--- src/rtl/axi4_lite_gpio_slave_pkg.sv ---
// Shared AXI4-Lite definitions: response codes, register indices and the
// byte-strobe merge helper used by the GPIO register slave.
package axi4_lite_pkg;

  typedef logic [1:0] resp_t;

  localparam resp_t RESP_OKAY   = 2'b00;
  localparam resp_t RESP_SLVERR = 2'b10;

  // Word indices of the register file (index = addr[ADDRESS_WIDTH-1:2]).
  localparam int REG_GPIO_DATA = 0;
  localparam int REG_GPIO_TRI  = 1;
  localparam int REG_SCRATCH   = 2;
  localparam int REG_ID        = 3;
  localparam int NUM_REGS      = 4;

  // Replace each byte lane of old_value whose strobe bit is set.
  function automatic logic [31:0] strb_merge(input logic [31:0] old_value,
                                             input logic [31:0] wdata,
                                             input logic [3:0]  wstrb);
    logic [31:0] merged;
    merged = old_value;
    for (int i = 0; i < 4; i++) begin
      if (wstrb[i]) begin
        merged[8*i +: 8] = wdata[8*i +: 8];
      end
    end
    return merged;
  endfunction

endpackage

--- src/rtl/axi4_lite_gpio_slave_if.sv ---
// AXI4-Lite bus bundle with master and slave views.
//
// Handshake rule for every channel (AW, W, B, AR, R): a transfer happens on
// the rising clock edge where valid and ready are both high. Once valid is
// raised its payload stays stable and valid stays high until that edge.
// The slave drives its ready signals from registers only, never
// combinationally from the master's valid.
interface axi4_lite_if #(
  parameter int ADDRESS_WIDTH = 32,
  parameter int DATA_WIDTH    = 32
) ();
  import axi4_lite_pkg::*;

  logic [ADDRESS_WIDTH-1:0]  s_axi_awaddr;
  logic                      s_axi_awvalid;
  logic                      s_axi_awready;
  logic [DATA_WIDTH-1:0]     s_axi_wdata;
  logic [DATA_WIDTH/8-1:0]   s_axi_wstrb;
  logic                      s_axi_wvalid;
  logic                      s_axi_wready;
  resp_t                     s_axi_bresp;
  logic                      s_axi_bvalid;
  logic                      s_axi_bready;
  logic [ADDRESS_WIDTH-1:0]  s_axi_araddr;
  logic                      s_axi_arvalid;
  logic                      s_axi_arready;
  logic [DATA_WIDTH-1:0]     s_axi_rdata;
  resp_t                     s_axi_rresp;
  logic                      s_axi_rvalid;
  logic                      s_axi_rready;

  modport slave (
    input  s_axi_awaddr, s_axi_awvalid, s_axi_wdata, s_axi_wstrb, s_axi_wvalid,
    input  s_axi_bready, s_axi_araddr, s_axi_arvalid, s_axi_rready,
    output s_axi_awready, s_axi_wready, s_axi_bresp, s_axi_bvalid,
    output s_axi_arready, s_axi_rdata, s_axi_rresp, s_axi_rvalid
  );

  modport master (
    output s_axi_awaddr, s_axi_awvalid, s_axi_wdata, s_axi_wstrb, s_axi_wvalid,
    output s_axi_bready, s_axi_araddr, s_axi_arvalid, s_axi_rready,
    input  s_axi_awready, s_axi_wready, s_axi_bresp, s_axi_bvalid,
    input  s_axi_arready, s_axi_rdata, s_axi_rresp, s_axi_rvalid
  );

endinterface

--- src/rtl/axi4_lite_gpio_slave.sv ---
// AXI4-Lite GPIO/scratch register slave. Four word registers (GPIO_DATA,
// GPIO_TRI, SCRATCH, read-only ID); one outstanding transaction per
// channel; byte strobes honoured; SLVERR for ID writes and out-of-range
// accesses. gpio_o/gpio_t mirror GPIO_DATA/GPIO_TRI.
module axi4_lite_gpio_slave
  import axi4_lite_pkg::*;
#(
  parameter int          DATA_WIDTH    = 32,
  parameter int          ADDRESS_WIDTH = 32,
  parameter logic [31:0] GPIO_RESET    = 32'h0000_0000,
  parameter logic [31:0] TRI_RESET     = 32'hFFFF_FFFF,
  parameter logic [31:0] ID_VALUE      = 32'h4750_494F
) (
  input  logic                  aclk,
  input  logic                  aresetn,
  axi4_lite_if.slave            s_axi,
  output logic [DATA_WIDTH-1:0] gpio_o,
  output logic [DATA_WIDTH-1:0] gpio_t
);

  // Only a 32-bit data path and at least a 16-byte address window make sense.
  if (DATA_WIDTH != 32) begin : g_bad_data_width
    $error("axi4_lite_gpio_slave: DATA_WIDTH must be 32");
  end
  if (ADDRESS_WIDTH < 4) begin : g_bad_addr_width
    $error("axi4_lite_gpio_slave: ADDRESS_WIDTH must be >= 4");
  end

  localparam logic [1:0] IDX_DATA    = 2'(REG_GPIO_DATA);
  localparam logic [1:0] IDX_TRI     = 2'(REG_GPIO_TRI);
  localparam logic [1:0] IDX_SCRATCH = 2'(REG_SCRATCH);
  localparam logic [1:0] IDX_ID      = 2'(REG_ID);

  // Register file
  logic [31:0] gpio_data;
  logic [31:0] gpio_tri;
  logic [31:0] scratch;

  // Write channel state
  logic        awready_q;
  logic        wready_q;
  logic        aw_pend;
  logic        w_pend;
  logic [1:0]  aw_idx;
  logic        aw_in_range;
  logic [31:0] w_data;
  logic [3:0]  w_strb;
  logic        bvalid_q;
  resp_t       bresp_q;

  // Read channel state
  logic        arready_q;
  logic        rvalid_q;
  logic [31:0] rdata_q;
  resp_t       rresp_q;

  // Address decode of the incoming AW/AR addresses. Byte-offset bits [1:0]
  // are ignored; any set bit above [3:2] means the word index is >= 4.
  logic [1:0] awaddr_idx;
  logic [1:0] araddr_idx;
  logic       awaddr_in_range;
  logic       araddr_in_range;
  logic       unused_addr_bits;

  assign awaddr_idx       = s_axi.s_axi_awaddr[3:2];
  assign araddr_idx       = s_axi.s_axi_araddr[3:2];
  assign unused_addr_bits = ^{s_axi.s_axi_awaddr[1:0], s_axi.s_axi_araddr[1:0]};

  if (ADDRESS_WIDTH > 4) begin : g_hi_decode
    assign awaddr_in_range = (s_axi.s_axi_awaddr[ADDRESS_WIDTH-1:4] == '0);
    assign araddr_in_range = (s_axi.s_axi_araddr[ADDRESS_WIDTH-1:4] == '0);
  end else begin : g_no_hi_decode
    assign awaddr_in_range = 1'b1;
    assign araddr_in_range = 1'b1;
  end

  // Write channel next-state terms; the ready outputs are registered from
  // the next values so they never depend combinationally on valid inputs.
  logic aw_hs;
  logic w_hs;
  logic b_hs;
  logic commit;
  logic write_legal;
  logic aw_pend_nxt;
  logic w_pend_nxt;
  logic bvalid_nxt;

  // Derive handshakes and the next pending/response flags.
  always_comb begin
    aw_hs       = s_axi.s_axi_awvalid && awready_q;
    w_hs        = s_axi.s_axi_wvalid && wready_q;
    b_hs        = bvalid_q && s_axi.s_axi_bready;
    commit      = aw_pend && w_pend;
    write_legal = aw_in_range && (aw_idx != IDX_ID);
    aw_pend_nxt = aw_pend;
    w_pend_nxt  = w_pend;
    bvalid_nxt  = bvalid_q;
    if (commit) begin
      aw_pend_nxt = 1'b0;
      w_pend_nxt  = 1'b0;
      bvalid_nxt  = 1'b1;
    end else begin
      if (aw_hs) aw_pend_nxt = 1'b1;
      if (w_hs)  w_pend_nxt  = 1'b1;
      if (b_hs)  bvalid_nxt  = 1'b0;
    end
  end

  // Write path: capture AW/W independently, commit once both are held,
  // then hold the B response until the master takes it.
  always_ff @(posedge aclk or negedge aresetn) begin
    if (!aresetn) begin
      awready_q   <= 1'b0;
      wready_q    <= 1'b0;
      aw_pend     <= 1'b0;
      w_pend      <= 1'b0;
      aw_idx      <= '0;
      aw_in_range <= 1'b0;
      w_data      <= '0;
      w_strb      <= '0;
      bvalid_q    <= 1'b0;
      bresp_q     <= RESP_OKAY;
      gpio_data   <= GPIO_RESET;
      gpio_tri    <= TRI_RESET;
      scratch     <= '0;
    end else begin
      aw_pend   <= aw_pend_nxt;
      w_pend    <= w_pend_nxt;
      bvalid_q  <= bvalid_nxt;
      awready_q <= !aw_pend_nxt && !bvalid_nxt;
      wready_q  <= !w_pend_nxt && !bvalid_nxt;
      if (aw_hs) begin
        aw_idx      <= awaddr_idx;
        aw_in_range <= awaddr_in_range;
      end
      if (w_hs) begin
        w_data <= s_axi.s_axi_wdata;
        w_strb <= s_axi.s_axi_wstrb;
      end
      if (commit) begin
        // An all-zero strobe merges nothing, so it falls out as an OKAY no-op.
        bresp_q <= write_legal ? RESP_OKAY : RESP_SLVERR;
        if (write_legal) begin
          case (aw_idx)
            IDX_DATA:    gpio_data <= strb_merge(gpio_data, w_data, w_strb);
            IDX_TRI:     gpio_tri  <= strb_merge(gpio_tri, w_data, w_strb);
            IDX_SCRATCH: scratch   <= strb_merge(scratch, w_data, w_strb);
            default:     ;
          endcase
        end
      end else if (b_hs) begin
        bresp_q <= RESP_OKAY;
      end
    end
  end

  // Read data mux; it sees the registers' current values, so a read that
  // handshakes on a commit edge returns the pre-write contents.
  logic [31:0] rd_value;
  resp_t       rd_resp;

  // Select read data and response for the presented AR address.
  always_comb begin
    rd_value = '0;
    rd_resp  = RESP_SLVERR;
    if (araddr_in_range) begin
      rd_resp = RESP_OKAY;
      case (araddr_idx)
        IDX_DATA:    rd_value = gpio_data;
        IDX_TRI:     rd_value = gpio_tri;
        IDX_SCRATCH: rd_value = scratch;
        default:     rd_value = ID_VALUE;
      endcase
    end
  end

  // Read path: one-cycle AR-to-R latency, R held until rready.
  always_ff @(posedge aclk or negedge aresetn) begin
    if (!aresetn) begin
      arready_q <= 1'b0;
      rvalid_q  <= 1'b0;
      rdata_q   <= '0;
      rresp_q   <= RESP_OKAY;
    end else if (s_axi.s_axi_arvalid && arready_q) begin
      arready_q <= 1'b0;
      rvalid_q  <= 1'b1;
      rdata_q   <= rd_value;
      rresp_q   <= rd_resp;
    end else if (rvalid_q && s_axi.s_axi_rready) begin
      arready_q <= 1'b1;
      rvalid_q  <= 1'b0;
      rdata_q   <= '0;
      rresp_q   <= RESP_OKAY;
    end else begin
      arready_q <= !rvalid_q;
    end
  end

  assign s_axi.s_axi_awready = awready_q;
  assign s_axi.s_axi_wready  = wready_q;
  assign s_axi.s_axi_bvalid  = bvalid_q;
  assign s_axi.s_axi_bresp   = bresp_q;
  assign s_axi.s_axi_arready = arready_q;
  assign s_axi.s_axi_rvalid  = rvalid_q;
  assign s_axi.s_axi_rdata   = rdata_q;
  assign s_axi.s_axi_rresp   = rresp_q;

  assign gpio_o = gpio_data;
  assign gpio_t = gpio_tri;

endmodule

--- src/flat_wrapper.sv ---
// flat-port wrapper written by rule: the top's interface ports become plain ports
module axi4_lite_gpio_slave_flat import axi4_lite_pkg::*;
#(
  parameter int          DATA_WIDTH    = 32,
  parameter int          ADDRESS_WIDTH = 32,
  parameter logic [31:0] GPIO_RESET    = 32'h0000_0000,
  parameter logic [31:0] TRI_RESET     = 32'hFFFF_FFFF,
  parameter logic [31:0] ID_VALUE      = 32'h4750_494F
)
  (aclk, aresetn, gpio_o, gpio_t, s_axi_s_axi_awaddr, s_axi_s_axi_awvalid, s_axi_s_axi_wdata, s_axi_s_axi_wstrb, s_axi_s_axi_wvalid, s_axi_s_axi_bready, s_axi_s_axi_araddr, s_axi_s_axi_arvalid, s_axi_s_axi_rready, s_axi_s_axi_awready, s_axi_s_axi_wready, s_axi_s_axi_bresp, s_axi_s_axi_bvalid, s_axi_s_axi_arready, s_axi_s_axi_rdata, s_axi_s_axi_rresp, s_axi_s_axi_rvalid);
  axi4_lite_if #(.ADDRESS_WIDTH(ADDRESS_WIDTH), .DATA_WIDTH(DATA_WIDTH)) s_axi_i ();
  input  logic aclk;
  input  logic aresetn;
  output logic [DATA_WIDTH-1:0] gpio_o;
  output logic [DATA_WIDTH-1:0] gpio_t;
  input wire logic [$bits(s_axi_i.s_axi_awaddr)-1:0] s_axi_s_axi_awaddr;
  input wire logic [$bits(s_axi_i.s_axi_awvalid)-1:0] s_axi_s_axi_awvalid;
  input wire logic [$bits(s_axi_i.s_axi_wdata)-1:0] s_axi_s_axi_wdata;
  input wire logic [$bits(s_axi_i.s_axi_wstrb)-1:0] s_axi_s_axi_wstrb;
  input wire logic [$bits(s_axi_i.s_axi_wvalid)-1:0] s_axi_s_axi_wvalid;
  input wire logic [$bits(s_axi_i.s_axi_bready)-1:0] s_axi_s_axi_bready;
  input wire logic [$bits(s_axi_i.s_axi_araddr)-1:0] s_axi_s_axi_araddr;
  input wire logic [$bits(s_axi_i.s_axi_arvalid)-1:0] s_axi_s_axi_arvalid;
  input wire logic [$bits(s_axi_i.s_axi_rready)-1:0] s_axi_s_axi_rready;
  output wire logic [$bits(s_axi_i.s_axi_awready)-1:0] s_axi_s_axi_awready;
  output wire logic [$bits(s_axi_i.s_axi_wready)-1:0] s_axi_s_axi_wready;
  output wire logic [$bits(s_axi_i.s_axi_bresp)-1:0] s_axi_s_axi_bresp;
  output wire logic [$bits(s_axi_i.s_axi_bvalid)-1:0] s_axi_s_axi_bvalid;
  output wire logic [$bits(s_axi_i.s_axi_arready)-1:0] s_axi_s_axi_arready;
  output wire logic [$bits(s_axi_i.s_axi_rdata)-1:0] s_axi_s_axi_rdata;
  output wire logic [$bits(s_axi_i.s_axi_rresp)-1:0] s_axi_s_axi_rresp;
  output wire logic [$bits(s_axi_i.s_axi_rvalid)-1:0] s_axi_s_axi_rvalid;
  assign s_axi_i.s_axi_awaddr = s_axi_s_axi_awaddr;
  assign s_axi_i.s_axi_awvalid = s_axi_s_axi_awvalid;
  assign s_axi_i.s_axi_wdata = s_axi_s_axi_wdata;
  assign s_axi_i.s_axi_wstrb = s_axi_s_axi_wstrb;
  assign s_axi_i.s_axi_wvalid = s_axi_s_axi_wvalid;
  assign s_axi_i.s_axi_bready = s_axi_s_axi_bready;
  assign s_axi_i.s_axi_araddr = s_axi_s_axi_araddr;
  assign s_axi_i.s_axi_arvalid = s_axi_s_axi_arvalid;
  assign s_axi_i.s_axi_rready = s_axi_s_axi_rready;
  assign s_axi_s_axi_awready = s_axi_i.s_axi_awready;
  assign s_axi_s_axi_wready = s_axi_i.s_axi_wready;
  assign s_axi_s_axi_bresp = s_axi_i.s_axi_bresp;
  assign s_axi_s_axi_bvalid = s_axi_i.s_axi_bvalid;
  assign s_axi_s_axi_arready = s_axi_i.s_axi_arready;
  assign s_axi_s_axi_rdata = s_axi_i.s_axi_rdata;
  assign s_axi_s_axi_rresp = s_axi_i.s_axi_rresp;
  assign s_axi_s_axi_rvalid = s_axi_i.s_axi_rvalid;
  axi4_lite_gpio_slave #(.DATA_WIDTH(DATA_WIDTH), .ADDRESS_WIDTH(ADDRESS_WIDTH), .GPIO_RESET(GPIO_RESET), .TRI_RESET(TRI_RESET), .ID_VALUE(ID_VALUE)) u_core (.aclk(aclk), .aresetn(aresetn), .s_axi(s_axi_i), .gpio_o(gpio_o), .gpio_t(gpio_t));
endmodule
--- config.mk ---
export PLATFORM = sky130hd
export DESIGN_NAME = axi4_lite_gpio_slave_flat
export DESIGN_NICKNAME = d
export VERILOG_FILES = /design/src/rtl/axi4_lite_gpio_slave_pkg.sv /design/src/rtl/axi4_lite_gpio_slave_if.sv /design/src/rtl/axi4_lite_gpio_slave.sv /design/src/flat_wrapper.sv
export SDC_FILE = /design/constraint.sdc
export NUM_CORES = 1
export LEC_CHECK = 0
export BUFFER_PORTS_ARGS = -buffer_cell sky130_fd_sc_hd__buf_2
export CORE_MARGIN = 3
export CORE_UTILIZATION = 35
export CTS_BUF_LIST = sky130_fd_sc_hd__clkbuf_16
export DETAILED_ROUTE_END_ITERATION = 12
export HOLD_SLACK_MARGIN = 0.03
export PLACE_DENSITY = 0.58
export SLEW_MARGIN = 20
export SYNTH_ARGS = -nofsm -noshare
export SYNTH_HDL_FRONTEND = slang
export SYNTH_SLANG_ARGS = --single-unit
--- constraint.sdc ---
create_clock -name aclk -period 1.5 [get_ports aclk]
set_input_delay 0.15 -clock aclk [delete_from_list [all_inputs] [get_ports aclk]]
set_output_delay 0.15 -clock aclk [all_outputs]
set_load 0.05 [all_outputs]
[Yosys cells after proc, flatten, opt, wreduce, memory -nomap -nowiden]
Cells that the tools add are included.
Storage, ports and cells
  bits in registers: 178
  latch bits: 0
  memory bits (writable): 0
  memory bits (read-only): 0
  memories: 0
Operators by class
  add/subtract/negate cells: 0
  multiply operators: 0
  divide/modulo/power cells: 0
  magnitude comparators: 0
  eq/ne operators: 5
  shift-type cells: 0
  muxes and demuxes: 20
  bitwise gates (word level): 0
  reductions and logical operators: 31
Operators by type and width (count)
  2-to-1 mux 32 bit: 3
  one-hot mux 32 bit (3 select lines): 1
  zero test 28 bit: 2
  AND reduction 4 bit: 12
  2-to-1 mux 2 bit: 6
  2-to-1 mux 1 bit: 10
  logical AND 1 bit: 9
  == test 2 x 1 -> 1 bit (second input constant): 2
  == test 2 bit (second input constant): 2
  zero test 1 bit: 4
  zero test 2 bit: 2
  nonzero test 2 bit: 2
  != test 2 bit (second input constant): 1

[Depth between registers and ports, before layout]
Gate-level depths: netlist (run 1).
  word-level depth: 5
  gate-level depth with buffers: 6
  mapped depth without buffers: 4

[Least setup slack after synthesis (run 1)]
OpenSTA, ideal clock, no wires.
  path kind: register to register
  from: register u_core.wready_q, in the netlist u_core.s_axi.s_axi_wready
  to: register u_core.w_data[16]
  library setup time: 0.125 ns
  arrival: 1.600 ns
  data required time: 1.375 ns
  path slack: -0.225 ns
  stages on the path, launching flop included: 5
  path buffers: 2
  clock period less this slack: 1.725 ns
  path through: dfrtp_1 -> nand2_1 -> buf_2 -> buf_1 -> mux2_2
On the way
  longest elaborated chain between the ends: 1
RTL lines
  start: declaration: RTL line axi4_lite_gpio_slave.sv:41  | logic wready_q;
  start signal: assignment: RTL line axi4_lite_gpio_slave.sv:131  | wready_q <= !w_pend_nxt && !bvalid_nxt;
  logical AND 1 bit: RTL line axi4_lite_gpio_slave.sv:91  | w_hs = s_axi.s_axi_wvalid && wready_q;
  end signal: assignment: RTL line axi4_lite_gpio_slave.sv:137  | w_data <= s_axi.s_axi_wdata;
  end: declaration: RTL line axi4_lite_gpio_slave.sv:46  | logic [31:0] w_data;
No other way between the ends.
A chain may end at the register's enable or synchronous reset.

[Worst setup path in the final report (run 1)]
  from: register u_core.aw_idx[0]
  to: register u_core.gpio_data[14], in the netlist u_core.gpio_o[14]
On the way
  longest elaborated chain between the ends: 3
  elaborated cells between the ends (all ways): 4
RTL lines
  start: declaration: RTL line axi4_lite_gpio_slave.sv:44  | logic [1:0] aw_idx;
  start signal: assignment: RTL line axi4_lite_gpio_slave.sv:133  | aw_idx <= awaddr_idx;
  != test 2 bit: RTL line axi4_lite_gpio_slave.sv:94  | write_legal = aw_in_range && (aw_idx != IDX_ID);
  logical AND 1 bit: RTL line axi4_lite_gpio_slave.sv:94
  AND reduction 4 bit (no line) *
  end signal: assignment: RTL line axi4_lite_gpio_slave.sv:145  | IDX_DATA: gpio_data <= strb_merge(gpio_data, w_data, w_strb);
  end: declaration: RTL line axi4_lite_gpio_slave.sv:35  | logic [31:0] gpio_data;
Every way passes the cells marked *; elsewhere a longest branch is shown, timed or not.

==> results of run 1 <==
==> Yosys cell counts (8+ instances only) <==
cell type | number | share of area, %
mux2_4 | 8 | 1.6
clkbuf_1 | 10 | 0.51
mux2i_1 | 20 | 2.7
mux2_2 | 140 | 21
dfstp_2 | 32 | 11
nor4_1 | 14 | 1.2
nor2_1 | 18 | 0.91
dfrtp_1 | 144 | 49
a21oi_1 | 20 | 1.4
o21ai_0 | 34 | 2.3
o22ai_1 | 14 | 1.2
nand2_1 | 42 | 2.1
nor2_2 | 8 | 0.68
==> worst paths after layout <==
path                                                               start                                       end  slack, ns  depth (start not counted)
max in group asynchronous                                        aresetn             u_core.gpio_t[31]$_DFFE_PN1P_       0.59                          3
worst max register to register              u_core.aw_idx[0]$_DFFE_PN0P_             u_core.gpio_o[14]$_DFFE_PN0P_      -0.13                          3
min in group asynchronous                                        aresetn  u_core.s_axi.s_axi_rdata[15]$_DFFE_PN0P_       0.22                          2
worst max-delay path                        u_core.aw_idx[0]$_DFFE_PN0P_             u_core.gpio_o[14]$_DFFE_PN0P_      -0.13                          3
worst min register to register  u_core.s_axi.s_axi_rdata[13]$_DFFE_PN0P_  u_core.s_axi.s_axi_rdata[13]$_DFFE_PN0P_       0.48                          2
worst min-delay path                              s_axi_s_axi_awaddr[26]            u_core.aw_in_range$_DFFE_PN0P_       0.03                          4
==> layer usage <==
layer	global-route usage [%]	vias up
met1	23.9	2814
li1	-	2535
met5	0	-
met3	3.63	24
met4	5.21	0
met2	31.5	153
==> through the flow <==
| stage | setup TNS, ns | area [um^2] |
|---|---|---|
| global placement | -6.79 | 9170 |
| detailed placement | -8.85 | 9170 |
| global route | -9.71 | 10700 |
| floorplan | -2.52 | 7440 |
| finish | -4.55 | 10700 |
| CTS | -5.77 | 10600 |
==> sequential cells by signal, summed over array words and instances, names as in the netlist, 2 cells and up <==
| register | cells |
|---|---|
| u_core.gpio_o | 32 |
| u_core.gpio_t | 32 |
| u_core.w_strb | 4 |
| u_core.w_data | 32 |
| u_core.aw_idx | 2 |
| u_core.s_axi.s_axi_rdata | 32 |
| u_core.scratch | 32 |
==> cells in the final DEF, fill, tap and decap left out, drive strengths merged, types with 3 or more instances in the layout <==
| cell | netlist | routed |
|---|---|---|
| clkbuf | 10 | 17 |
| a21oi | 20 | 20 |
| mux2i | 20 | 20 |
| dfstp | 32 | 32 |
| o22ai | 14 | 14 |
| nand3 | 3 | 3 |
| buf | 13 | 241 |
| inv | 2 | 12 |
| dlygate4sd3 | 0 | 54 |
| mux2 | 148 | 148 |
| dfrtp | 144 | 144 |
| o21ai | 34 | 34 |
| nor2 | 30 | 30 |
| nor4 | 14 | 14 |
| nand2 | 43 | 43 |
==> cell type report <==
| cell class | count | area, um^2 | area share, % |
|---|---|---|---|
| tap | 270 | 338 | 3.17 |
| inverter | 2 | 7.51 | 0.0705 |
| clock buffer | 17 | 425 | 3.99 |
| multi-input combinational | 345 | 3250 | 30.5 |
| clock inverter | 15 | 145 | 1.36 |
| sequential | 176 | 4450 | 41.7 |
| timing repair buffer | 295 | 2040 | 19.2 |
| antenna | 1 | 2.50 | 0.0235 |
==> repair_timing <==
item | CTS | global route
pin swaps | 8 | 7
gates resized for setup | 73 | 23
hold endpoints to repair | 86 | 1
hold buffers | 54 | 2
setup endpoints to repair | 96 | 97
buffers inserted | 1 | 1
==> report_power, final <==
group / total, mW / switching, mW / internal [mW]
Clock: 4.31 / 1.97 / 2.34
Combinational: 2.13 / 1.03 / 1.10
Sequential: 5.98 / 0.604 / 5.37
Total: 12.4 / 3.60 / 8.82
==> worst register-to-register path, stage by stage, from the launching register on <==
cell,delay (ns)
dfrtp_1,0.39
or3_4,0.49
nor2_8,0.29
mux2_4,0.34
==> cell families after synthesis <==
family / Yosys count
simple gates: 103
flops: 176
mux: 168
other cells: 1
compound gates: 72
buf+inv: 25
==> results.toml, run 1 <==
[status]
status = "finished, violations left"
violations = "setup timing"

[synthesis]
synth-xor-area-share_pct = 0
synthFlopType = "dfrtp_1"
synthAdderAreaFrac_pct = 0
synthCells = 545
synth-simple-area-share_pct = 7.50
syn_area_um2 = 7400
yosysWarnings = 0
synth-edff-count = 0
synth_cell_types = 36
ys_ff_latch = 176
synth_top_family_by_area = "multiplexers"
syn_avg_cell_area_um2 = 13.6
synth-seq-area-share_pct = 60.0
synth_compound_area_share_pct = 5.24
postSynth.asyncResetShare_pct = 100
synthMuxAreaShare_pct = 25.6

[route]
first_iter_violations = 195
met2WireLength_mm = 10.4
highest_layer = "met4"
drc = 0
met1_length_mm = 8.89
vias_per_cell = 4.93
ant_nets = 0
dr.pass1.iters = 4
wl_per_cell_um = 18.4
totalWireLength_mm = 20.6
dr_wl_met3_um = 940
vias = 5526

[power]
finalPower_mw = 12.4
cellLeakagePower_nw = 5.24
pwr_density_cell_nw_per_um2 = 1170
ir_drop_mv = 0.613

[floorplanning]
die_w_um = 151
num_rows = 52
die_y_um = 151
dieArea_um2 = 22900
initial_core_util_pct = 36.1
coreArea_um2 = 20500
ioPinCount = 212

[timing]
finalCritPeriodShare_pct = 109
max_freq_mhz = 613
fin_crit_ns = 1.63
setup_viol = 83
fin_worst_skew_ns = 0.00949
whs_ns = 0.0268
rsz0062_at_grt = "yes"
maxSlewViolCount = 0
final_hold_viol_count = 0
finalWorstSetupSlack_ns = -0.130

[global_routing]
grt_max_degree = 50
grt_pass1_wl_mm = 32.5
grtUsageTotal_pct = 18.4
grt_pass1_vias = 5851
antenna_found_initial = 1
grt_overflow = 0

[clock_network]
worst_skew_pair.late_latency_ns = 0.42
clock_path_buffers = 2
root_buffer = "clkbuf_16"
htreeDepth = 4
clock-sinks = 176
clk_pin_slew_ns = 0.07
cts_buffers = 17
cts_tree = "built"

[worst_setup_path]
worst-endpoint-required_ns = 1.80
worstSetupPathType = "flip-flop to flip-flop"
start_kind = "flip-flop"
end_kind = "flip-flop"
crit_buf_inv = 0
slowest_stage = "or3_4"
critPathMaxFanout = 8
crit_arrival_ns = 1.93
slowest_delay_ns = 0.49
cp_cell_sequence = "or3_4 -> nor2_8 -> mux2_4"
critical-path-top-delay-family = "simple AND/OR/NAND/NOR gates"

[finish]
num-fill-cells = 1790
fin_util_pct = 52.0
layout-drive-gt1-share_pct = 55.6
final_nets = 944
instances_no_fill = 1121
syn_to_final_growth_pct = 43.9

[run]
drv_cap = 0

[placed_design]
gp_congestion = 0.767
post-dp-hpwl_mm = 14.4
place_inst = 1033
port_buffers = 205
pre_cts_ws_ns = -0.215

[worst_hold_path]
hold_class = "input port to flip-flop"
Note: power is estimated with default switching activity, not from simulation.
==> run 2: changes to the inputs <==
- CAP_MARGIN: unset -> 20
- CORE_UTILIZATION: 35 -> 32
- PLACE_DENSITY: 0.58 -> 0.54
==> run 2 against run 1 <==
Compared with the run above:
- the run still ends with setup timing left
- worst hold slack better by 0.010 ns
- flip-flop and latch count is the same
- maximum frequency down 0.96%
- setup slack lost 0.016 ns
- utilization is 4.8 points lower
- via count increased by 0.20%
- clock skew is essentially flat
==> results.toml, run 2 (synthesized netlist as in run 1, its figures left out) <==
[route]
wl_per_cell_um = 19.0
vias = 5537
dr.pass1.iters = 4
totalWireLength_mm = 21.7
drc = 0
first_iter_violations = 165
vias_per_cell = 4.84
ant_nets = 0

[finish]
seqCellArea_um2 = 4450
syn_to_final_growth_pct = 44.6
instances_no_fill = 1143
fin_area_um2 = 10700
fin_util_pct = 47.2
antenna_cells = 0
final_nets = 953
multi_input_area_um2 = 3200
num-fill-cells = 2077
mostFrequentLayoutCell = "buf_2"
layout-drive-gt1-share_pct = 56.2
final_cell_mix = "204 x buf_2, 142 x dfrtp_1, 83 x mux2_4"

[placed_design]
post-dp-hpwl_mm = 15.0
gp_congestion = 0.716
place_inst = 1057
place_area_um2 = 9260
port_buffers = 205
pre_cts_ws_ns = -0.145

[timing]
fin_worst_skew_ns = 0.00983
finalWorstSetupSlack_ns = -0.146
setup_viol = 46
whs_ns = 0.0372
max_freq_mhz = 607
finalCritPeriodShare_pct = 110
rsz0062_at_grt = "yes"
final_hold_viol_count = 0
maxSlewViolCount = 0
fin_crit_ns = 1.65

[worst_hold_path]
hold_path_depth = 4
min_to = "u_core.aw_in_range$_DFFE_PN0P_"
hold_start = "s_axi_s_axi_awaddr[18]"
hold_class = "input port to flip-flop"

[power]
seqPwrFrac_pct = 47.5
ir_drop_mv = 0.634
intPower_mw = 8.99
power.switching_mw = 3.64
p_comb_share_pct = 17.3
switching_share_pct = 28.8
cellLeakagePower_nw = 5.27
pwr-share-clk_pct = 35.1
pwr_density_cell_nw_per_um2 = 1180

[worst_setup_path]
worstSetupPathType = "flip-flop to flip-flop"
r2r_slack_ns = -0.15
worstSetupStartpoint = "u_core.aw_idx[0]$_DFFE_PN0P_"
worst-endpoint-required_ns = 1.81
slowest_stage = "or3_4"
critical-path-top-delay-family = "simple AND/OR/NAND/NOR gates"
r2r_end = "u_core.gpio_o[20]$_DFFE_PN0P_"
crit_buf_inv = 0
critPathMaxFanout = 8
slowest_delay_ns = 0.51
start_kind = "flip-flop"
cp_cell_sequence = "or3_4 -> nor2_8 -> mux2_4"
end_kind = "flip-flop"
r2r_start = "u_core.aw_idx[0]$_DFFE_PN0P_"
r2r_cells = 3
crit_arrival_ns = 1.96

[clock_network]
clock_path_buffers = 2
htreeDepth = 4
worst_skew_pair.late_latency_ns = 0.43
root_buffer = "clkbuf_16"
cts_tree = "built"
clock-sinks = 176
cts_buffers = 17
clk_pin_slew_ns = 0.07

[global_routing]
grt_pass1_vias = 5800
grtUsageTotal_pct = 17.3
grt_pass1_wl_mm = 32.7
antenna_found_initial = 0
grt_overflow = 0
grt_max_degree = 46

[floorplanning]
initial_core_util_pct = 32.6
die_w_um = 158
num_rows = 55
coreArea_um2 = 22700
die_y_um = 158
dieArea_um2 = 25000
ioPinCount = 212

[status]
status = "finished, violations left"
violations = "setup timing"

[run]
drv_cap = 0
-- run 2: cell count changes in the layout (fill, tap and decap cells not counted) --
| cell | change |
|---|---|
| buf_4 | +7 |
| buf_6 | +3 |
| bufinv_16 | +1 |
| clkinv_2 | -1 |
| clkinv_4 | +2 |
| clkinvlp_4 | +1 |
| diode_2 | -1 |
| dlygate4sd3_1 | -1 |
| inv_6 | -2 |
| inv_8 | -2 |
| mux2_2 | +13 |
| mux2_4 | -13 |
-- run 2: per-layer routing --
metal,global-route usage (%),vias to the layer above,routed length [um]
met5,0,-,0
li1,-,2566,-
met1,23.3,2800,10000
met4,4.06,0,252
met2,28.9,152,10500
met3,3.34,19,954
-- run 2: worst register-to-register path, stage by stage, from the launching register on --
cell and delay, ns:
dfrtp_1 0.41, or3_4 0.51, nor2_8 0.29, mux2_4 0.33
-- run 2: worst max path at each step --
stage,endpoint,slack [ns],cells past startpoint
CTS,u_core.gpio_o[26]$_DFFE_PN0P_,-0.15,4
floorplan,u_core.gpio_o[0]$_DFFE_PN0P_,-0.09,5
global route,u_core.gpio_o[17]$_DFFE_PN0P_,-0.19,3
detailed placement,u_core.gpio_o[30]$_DFFE_PN0P_,-0.15,4
global placement,u_core.gpio_o[28]$_DFFE_PN0P_,-0.12,4
finish,u_core.gpio_o[20]$_DFFE_PN0P_,-0.15,3
-- run 2: power by group through the flow --
stage	clock network (mW)	logic, mW	registers (mW)
after floorplan	0	0.978	6.06
after global placement	0	1.98	6.02
after detailed placement	0	1.99	6.03
after CTS	4.59	2.22	5.97
after global routing	4.76	2.37	6.11
final	4.44	2.19	6.00
-- run 2: layout make-up --
| cell class | instances | share of cell area, % |
|---|---|---|
| inverters | 2 | 0.0701 |
| repair buffers | 304 | 19.8 |
| clock buffers | 17 | 3.97 |
| flip-flops and latches | 176 | 41.5 |
| clock inverters | 14 | 1.45 |
| multi-input cells | 345 | 29.9 |
| well taps | 285 | 3.33 |
-- run 2: metrics by stage --
step                TNS (ns)  total power, mW
floorplan              -2.52             7.04
finish                 -3.67             12.6
global placement       -4.82             8.00
detailed placement     -6.05             8.02
CTS                    -5.02             12.8
global route           -7.86             13.2
-- run 2: repair_timing --
action | in CTS | in global routing
endpoints found under the hold margin | 177 | 1
setup buffers | 3 | 0
setup endpoints to repair | 96 | 97
hold buffers | 52 | 3
pin swaps | 6 | 9
gates resized for setup | 43 | 43
==> run 3: changes to the inputs <==
- PLACE_DENSITY: 0.54 -> 0.52
- clock period: 1.5 -> 1.75 ns (I/O delays scaled with it)
==> run 3 against run 2 <==
Compared with the run above:
- the flow now finishes without violations
- via count is 2.0% lower
- sequential share of layout area increased by 2.0 points
- critical endpoint is now u_core.gpio_o[9]$_DFFE_PN0P_
- die area is the same
- global-route usage down 0.28 points
- maximum frequency fell by 2.8%
==> results.toml, run 3 (synthesized netlist as in run 1, its figures left out) <==
[status]
status = "finished, final reports clean"

[clock_network]
cts_tree = "built"
clk_pin_slew_ns = 0.07
cts_buffers = 17
root_buffer = "clkbuf_16"
clock_path_buffers = 2
clock-sinks = 176
cts_resized = 0
post_cts_buffers = 0
htreeDepth = 4
worst_skew_pair.late_latency_ns = 0.42

[finish]
fin_util_pct = 44.9
layout-drive-gt1-share_pct = 55.3
final_nets = 938
syn_to_final_growth_pct = 37.8
mostFrequentLayoutCell = "buf_2"
final_cell_mix = "204 x buf_2, 144 x dfrtp_1, 140 x mux2_2"
antenna_cells = 0

[timing]
maxSlewViolCount = 0
max_freq_mhz = 590
final.setup.tns_ns = 0
fin_crit_ns = 1.69
setup_viol = 0
finalCritPeriodShare_pct = 96.8
final_hold_viol_count = 0
rsz0062_at_grt = "no"
finalWorstSetupSlack_ns = 0.0561
fin_worst_skew_ns = 0.00691

[power]
pwr_density_cell_nw_per_um2 = 1020
ir_drop_mv = 0.556
cellLeakagePower_nw = 5.12

[route]
vias = 5426
totalWireLength_mm = 21.0
drc = 0
vias_per_cell = 4.81
wl_per_cell_um = 18.6
dr.pass1.iters = 4
ant_nets = 0
first_iter_violations = 284

[run]
drv_cap = 0

[worst_setup_path]
worst-endpoint-required_ns = 2.05
crit_arrival_ns = 2.00
end_kind = "flip-flop"
r2r_cells = 4
r2r_start = "u_core.aw_idx[0]$_DFFE_PN0P_"
r2r_slack_ns = 0.06
r2r_end = "u_core.gpio_o[9]$_DFFE_PN0P_"
start_kind = "flip-flop"
critPathMaxFanout = 8
worstSetupPathType = "flip-flop to flip-flop"

[global_routing]
grt_pass1_vias = 5802
grt_overflow = 0
grt_max_degree = 40
grtUsageTotal_pct = 17.0
grt_pass1_wl_mm = 32.1
antenna_found_initial = 0

[floorplanning]
die_y_um = 158
die_w_um = 158
ioPinCount = 212
num_rows = 55
dieArea_um2 = 25000
initial_core_util_pct = 32.6
coreArea_um2 = 22700

[worst_hold_path]
hold_class = "input port to flip-flop"
hold_path_depth = 4
hold_start = "s_axi_s_axi_awaddr[17]"
min_to = "u_core.aw_in_range$_DFFE_PN0P_"

[placed_design]
port_buffers = 205
gp_congestion = 0.787
pre_cts_ws_ns = 0.0633
post-dp-hpwl_mm = 14.5
-- run 3: worst max-delay path, stage by stage, from the launching register on --
cell and delay (ns):
dfrtp_1 0.41, or3_1 0.41, buf_12 0.18, nor2_8 0.20, mux2_2 0.36
-- run 3: final cells by class --
class / instances / area (um^2)
tap: 285 / 357
timing repair buffer: 289 / 1960
fill: 2122 / 12500
inverter: 2 / 7.51
multi-input combinational: 345 / 2860
clock buffer: 17 / 425
clock inverter: 15 / 144
sequential: 176 / 4440
-- run 3: worst max-delay path by stage --
stage	from	endpoint	slack, ns	cells after the start
after floorplan	u_core.s_axi.s_axi_wready$_DFF_PN0_	u_core.w_data[16]$_DFFE_PN0P_	0.03	4
after global routing	u_core.aw_idx[0]$_DFFE_PN0P_	u_core.gpio_o[25]$_DFFE_PN0P_	0.002	4
after CTS	u_core.aw_idx[0]$_DFFE_PN0P_	u_core.gpio_o[0]$_DFFE_PN0P_	0.04	4
final	u_core.aw_idx[0]$_DFFE_PN0P_	u_core.gpio_o[9]$_DFFE_PN0P_	0.06	4
after global placement	u_core.aw_idx[0]$_DFFE_PN0P_	u_core.gpio_o[21]$_DFFE_PN0P_	0.09	4
after detailed placement	u_core.aw_idx[0]$_DFFE_PN0P_	u_core.gpio_o[6]$_DFFE_PN0P_	0.06	4
-- run 3: power by group --
group | internal, mW | switching (mW) | total (mW)
clock | 1.89 | 1.76 | 3.65
sequential | 4.60 | 0.469 | 5.07
combinational | 0.858 | 0.870 | 1.73
-- run 3: per-layer routing --
metal,track usage (%),share of wire (%),vias up
met5,0,0,-
met4,5.08,1.1,0
met3,3.47,4.4,12
met2,29.2,50,137
met1,21.7,44,2750
li1,-,-,2527
-- run 3: metrics by stage --
step | hold slack (ns) | cell area (um^2) | std cells | total power [mW]
2_1_floorplan | -0.121 | 7410 | 546 | 6.02
3_3_place_gp | 0.123 | 9140 | 1047 | 6.72
3_5_place_dp | 0.128 | 9140 | 1047 | 6.81
4_1_cts | 0.0336 | 10200 | 1129 | 10.6
5_1_grt | 0.0554 | 10200 | 1129 | 11.0
6_report | 0.0559 | 10200 | 1129 | 10.5
-- run 3: what timing repair did --
action | in CTS | in global routing
endpoints found under the setup margin | 0 | 5
hold buffers | 50 | 0
endpoints found under the hold margin | 91 | 0
